--- config.mk ---
export PLATFORM = sky130hd
export DESIGN_NAME = pc_sequencer
export DESIGN_NICKNAME = d
export VERILOG_FILES = /design/src/rtl/pc_sequencer.sv
export SDC_FILE = /design/constraint.sdc
export NUM_CORES = 1
export LEC_CHECK = 0
export ABC_AREA = 1
export CAP_MARGIN = 15
export CORE_MARGIN = 2
export CORE_UTILIZATION = 55
export DETAILED_ROUTE_END_ITERATION = 8
export PLACE_DENSITY = 0.79
export SKIP_LAST_GASP = 1
export SLEW_MARGIN = 20
export SYNTH_ARGS = -nofsm -noshare
export SYNTH_HDL_FRONTEND = slang
export SYNTH_SLANG_ARGS = --single-unit
--- constraint.sdc ---
create_clock -name clk_main -period 2.7 [get_ports clk_main]
set_input_delay 0.54 -clock clk_main [delete_from_list [all_inputs] [get_ports clk_main]]
set_output_delay 0.54 -clock clk_main [all_outputs]
set_load 0.01 [all_outputs]
--- src/rtl/pc_sequencer.sv ---
// pc_sequencer: fetch-stage program counter with relative/absolute branching
// and a hardware return-address stack for CALL/RET.
module pc_sequencer #(
  parameter int unsigned PC_W        = 6,
  parameter int unsigned A_W         = 4,
  parameter int unsigned OFF_W       = 4,
  parameter int unsigned STACK_DEPTH = 4
) (
  input  logic             clk_main,
  input  logic             reset_n,
  input  logic [2:0]       PS,
  input  logic [A_W-1:0]   A,
  input  logic [OFF_W-1:0] offset,
  input  logic             cond,
  input  logic             stall,
  output logic [PC_W-1:0]  PC,
  output logic             stack_full,
  output logic             stack_empty,
  output logic             stack_err
);

  localparam int unsigned SP_W  = $clog2(STACK_DEPTH + 1);
  localparam int unsigned IDX_W = (STACK_DEPTH > 1) ? $clog2(STACK_DEPTH) : 1;

  typedef enum logic [2:0] {
    MODE_HOLD   = 3'b000,
    MODE_INC    = 3'b001,
    MODE_BRANCH = 3'b010,
    MODE_ADDA   = 3'b011,
    MODE_BCOND  = 3'b100,
    MODE_JUMP   = 3'b101,
    MODE_CALL   = 3'b110,
    MODE_RET    = 3'b111
  } mode_e;

  mode_e            mode;
  logic [PC_W-1:0]  a_ext;
  logic [PC_W-1:0]  off_ext;
  logic [PC_W-1:0]  pc_q, pc_d;
  logic [PC_W-1:0]  pc_inc;
  logic [PC_W-1:0]  pc_br;
  logic [SP_W-1:0]  sp_q, sp_d;
  logic             err_q, err_d;
  logic             full, empty;
  logic             push_en;
  logic [IDX_W-1:0] push_idx;
  logic [IDX_W-1:0] pop_idx;
  logic [PC_W-1:0]  stack_q [STACK_DEPTH];

  // Operand A: zero-extend, or keep the low PC_W bits when wider than the PC.
  if (A_W >= PC_W) begin : g_a_trunc
    always_comb a_ext = A[PC_W-1:0];
  end else begin : g_a_zext
    always_comb a_ext = {{(PC_W-A_W){1'b0}}, A};
  end

  // Offset: sign-extend, or keep the low PC_W bits when wider than the PC.
  if (OFF_W >= PC_W) begin : g_off_trunc
    always_comb off_ext = offset[PC_W-1:0];
  end else begin : g_off_sext
    always_comb off_ext = {{(PC_W-OFF_W){offset[OFF_W-1]}}, offset};
  end

  // Decode mode and stack status from registered state.
  always_comb begin
    mode     = mode_e'(PS);
    full     = (sp_q == SP_W'(STACK_DEPTH));
    empty    = (sp_q == '0);
    pc_inc   = pc_q + PC_W'(1);
    pc_br    = pc_q + off_ext + PC_W'(1);
    push_idx = IDX_W'(sp_q);
    pop_idx  = IDX_W'(sp_q - SP_W'(1));
  end

  // Next-state selection; stall overrides every mode and blocks the push.
  always_comb begin
    pc_d    = pc_q;
    sp_d    = sp_q;
    err_d   = err_q;
    push_en = 1'b0;
    if (!stall) begin
      unique case (mode)
        MODE_HOLD:   pc_d = pc_q;
        MODE_INC:    pc_d = pc_inc;
        MODE_BRANCH: pc_d = pc_br;
        MODE_ADDA:   pc_d = pc_q + a_ext;
        MODE_BCOND:  pc_d = cond ? pc_br : pc_inc;
        MODE_JUMP:   pc_d = a_ext;
        MODE_CALL: begin
          if (full) begin
            err_d = 1'b1;
          end else begin
            push_en = 1'b1;
            sp_d    = sp_q + SP_W'(1);
            pc_d    = pc_br;
          end
        end
        MODE_RET: begin
          if (empty) begin
            err_d = 1'b1;
          end else begin
            sp_d = sp_q - SP_W'(1);
            pc_d = stack_q[pop_idx];
          end
        end
        default: pc_d = pc_q;
      endcase
    end
  end

  // Control state: PC, stack pointer and sticky error flag.
  always_ff @(posedge clk_main or negedge reset_n) begin
    if (!reset_n) begin
      pc_q  <= '0;
      sp_q  <= '0;
      err_q <= 1'b0;
    end else begin
      pc_q  <= pc_d;
      sp_q  <= sp_d;
      err_q <= err_d;
    end
  end

  // Return-address storage; contents are only meaningful below sp, so no reset.
  always_ff @(posedge clk_main) begin
    if (push_en) stack_q[push_idx] <= pc_inc;
  end

  assign PC          = pc_q;
  assign stack_full  = full;
  assign stack_empty = empty;
  assign stack_err   = err_q;

endmodule
==> impl_summary.txt <==
----------------------------------------------------
[Timing]
  RSZ-0062 raised after global routing ... false
  Final worst clock skew ... 0.00629 ns
  Clock period minus final worst setup slack ... 2.41 ns
  Final cycle utilization of the critical path ... 0.894
  Transition at the pin with the smallest max-transition slack ... 0.499 ns
  Tightest slew margin relative to the limit ... 0.666
  Pins over their slew limit ... 0
  Max Fclk ... 0.414 GHz
  Final setup fails ... 0
  Setup TNS Final ... 0 ns
  Hold slack ... 0.479 ns
  Number of hold-slack violations in the final timing report ... 0

[Synth]
  FFs w/ async S/R, synth ... 0.294
  Part of the Yosys area used for sequential elements ... 0.426
  Synthesis warning total ... 0
  Seq cells post-synth ... 34
  Synthesized net count ... 314
  Cell types occupying the most area after synthesis ... sky130_fd_sc_hd__edfxtp_1 (32%), sky130_fd_sc_hd__nand2_1 (12%), sky130_fd_sc_hd__dfrtp_1 (11%)
  Cell Area, Synth ... 2280 µm²
  Most used flip-flop cell after synthesis ... sky130_fd_sc_hd__edfxtp_1
  Number of flops mapped to enable cells by yosys ... 24
  Average size of a mapped cell ... 8.10 µm²
  Unique cell type count in the Yosys netlist ... 31
  Leading area contributor after synthesis ... sky130_fd_sc_hd__edfxtp_1
  Share of Yosys cell area claimed by the top area cell type ... 0.316
  Post-Synthesis Cells ... 281

[Worst setup path]
  Depth of the worst register-to-register path ... 10
  Worst Path Class, Setup ... reg -> out
  Critical path launch point type ... register
  Worst EP required ... 2.16 ns
  Capturing element type of the critical path ... output port
  Critical path's slowest cell ... sky130_fd_sc_hd__clkdlybuf4s50_1
  WP data arrival ... 1.87 ns
  Highest fanout seen on the critical path ... 14
  Largest stage delay, worst path ... 0.55 ns
  Cell-by-cell trace of the critical path ... inv_2 -> ha_1 -> ha_1 -> clkdlybuf4s50_1
  Most repeated library cell on the critical path ... sky130_fd_sc_hd__ha_1

[Floorplanning]
  Floorplan die area ... 4670 µm²
  Core Area ... 4000 µm²
  Effective utilization at floorplan ... 0.569
  Die Span X ... 68.3 µm
  Y dimension of the die ... 68.3 µm
  FP Rows ... 23
  I/O pin total ... 24

[Place]
  Buffers on Ports ... 23
  Final weighted congestion in routability-driven placement ... 0.940
  Final HPWL from detailed placement ... 3980 µm
  Instance count after placement with tap cells included ... 356

[Power and ir drop]
  Share of total power in combinational logic ... 0.493
  Leak ... 0.00122 µW
  Clock network fraction of total power ... 0.181
  Share of power burned in registers ... 0.326
  Cell internal pwr ... 1460 µW
  Post-route total power ... 2480 µW
  Switching part of the total ... 0.410
  Switching pwr ... 1020 µW
  Worst VDD drop ... 0.523 mV
  Power density normalized to cell area ... 919 nW/µm²

[Layout]
  Nets@finish ... 346
  Filler-free cell count of the finished design ... 364
  Share of cells above drive strength 1 ... 0.0764
  Commonest cells after routing, fill and taps aside ... sky130_fd_sc_hd__nand2_1 (73), sky130_fd_sc_hd__inv_1 (37), sky130_fd_sc_hd__nor2_1 (27)
  Leading cell type in the layout, fill and taps excluded ... sky130_fd_sc_hd__nand2_1
  Synthesis-to-layout area growth ... 18.4%
  Area of all sequential standard cells ... 971 µm²
  Fillers ... 344
  Number of antenna repair diodes ... 0
  Combined area of the multi-input logic cells ... 1130 µm²

[Detailed routing]
  Post-Route WL ... 5220 µm
  Drt first pass iters ... 4
  Post-route DRC ... 0
  Count of routing violations after the opening detailed-route iteration ... 130
  Detailed-route wire length per cell ... 14.3 µm
  Ratio of routed vias to standard cells ... 5.40
  Vias after detailed routing ... 1967
  Post-DRT Antenna Nets ... 0

[Clock network]
  TritonCTS Buffers ... 5
  Clock Root Buffer ... sky130_fd_sc_hd__clkbuf_8
  Register clock-pin slew on the reported worst setup and hold paths ... 0.06 ns
  Count of H-tree levels built during CTS ... 2
  Clock Sinks ... 34
  Post-cts resize count ... 0
  Post CTS Setup Buffer Count ... 0
  Clock tree from TritonCTS ... done
  # hold bufs at CTS ... 0
  Clk_lat worst skew ... 0.28 ns
  Buffers from clock root to sink, at most ... 2

[Global routing]
  Vias in the first global route ... 1761
  Gr ovfl total ... 0
  Global router's overall resource usage ... 0.251
  Number of antenna violations at the first check in global routing ... 0
  First-pass GRT wire length ... 8240 µm
  Pin count of the biggest net entering global routing ... 16

[Outcome]
  Status ... finished, final reports clean

[Job]
  Max-Cap Viols ... 0

[Worst hold path]
  Worst hold path type ... reg -> reg
  Cells on Worst Hold Path ... 2

----------------------------------------------------
==> per-stage QoR <==
stage / instance area (µm²) / setup WS (ns) / utilization
finish: 2700 / 0.285 / 0.674
global route: 2700 / 0.174 / 0.674
CTS: 2700 / 0.256 / 0.674
detailed placement: 2590 / 0.210 / 0.647
global placement: 2590 / 0.260 / 0.647
floorplan: 2280 / 0.585 / -
==> metal layers <==
metal | GRT usage | part of all wire
met1 | 0.334 | 0.45
met2 | 0.410 | 0.49
met3 | 0.0592 | 0.053
met4 | 0.0700 | 0.011
met5 | 0 | 0
==> registers in the layout (all words and copies together), names as in the netlist <==
register   flops
stack_err      1
PC             6
stack_q       24
sp_q           3
==> cell usage after synthesis (all sizes together), types with 3 or more instances <==
library cell   n
nand3         24
ha            16
o21ai         22
inv           41
xor2           5
a21oi          7
o22ai          3
nand2         73
edfxtp        24
buf            3
xnor2          3
nor2          30
nand4          6
dfrtp         10
==> critical path: cells and delay by family, from the launching register on <==
family     cells  cell delay, ns
fa+ha+maj      2            0.45
flops          1            0.40
buf+inv        2            0.75
==> path summary, 6_finish.rpt <==
check / end / from / slack, ns
max in group asynchronous: PC[2] / reset_n / 1.77
max: stack_full / sp_q[0] / 0.29
min: stack_err / stack_err / 0.48
max reg2reg: PC[4] / PC[0] / 0.47
min in group asynchronous: PC[3] / reset_n / 0.59
min reg2reg: stack_err / stack_err / 0.48
==> cell type report <==
type                            count  area share
Sequential cell                    34       0.360
Inverter                           41      0.0571
Clock inverter                      2      0.0125
Multi-Input combinational cell    202       0.418
Tap cell                           50      0.0232
Timing Repair Buffer               29       0.102
Clock buffer                        6      0.0269
==> cells by family after synthesis <==
kind of cell | synth area share
buffers and inverters | 0.0786
adders and majority gates | 0.105
and+or+nand+nor | 0.270
AOI/OAI and AO/OA | 0.0885
xor gates and xnor gates | 0.0308
DFF | 0.426
==> power by group through the flow <==
| stage | combinational [µW] | clock (µW) | sequential (µW) |
|---|---|---|---|
| finish | 1220 | 448 | 807 |
| global route | 1380 | 483 | 816 |
| CTS | 1220 | 457 | 807 |
| detailed placement | 1220 | 0 | 816 |
| global placement | 1180 | 0 | 813 |
| floorplan | 833 | 0 | 807 |
(Power assumes the default switching activity.)
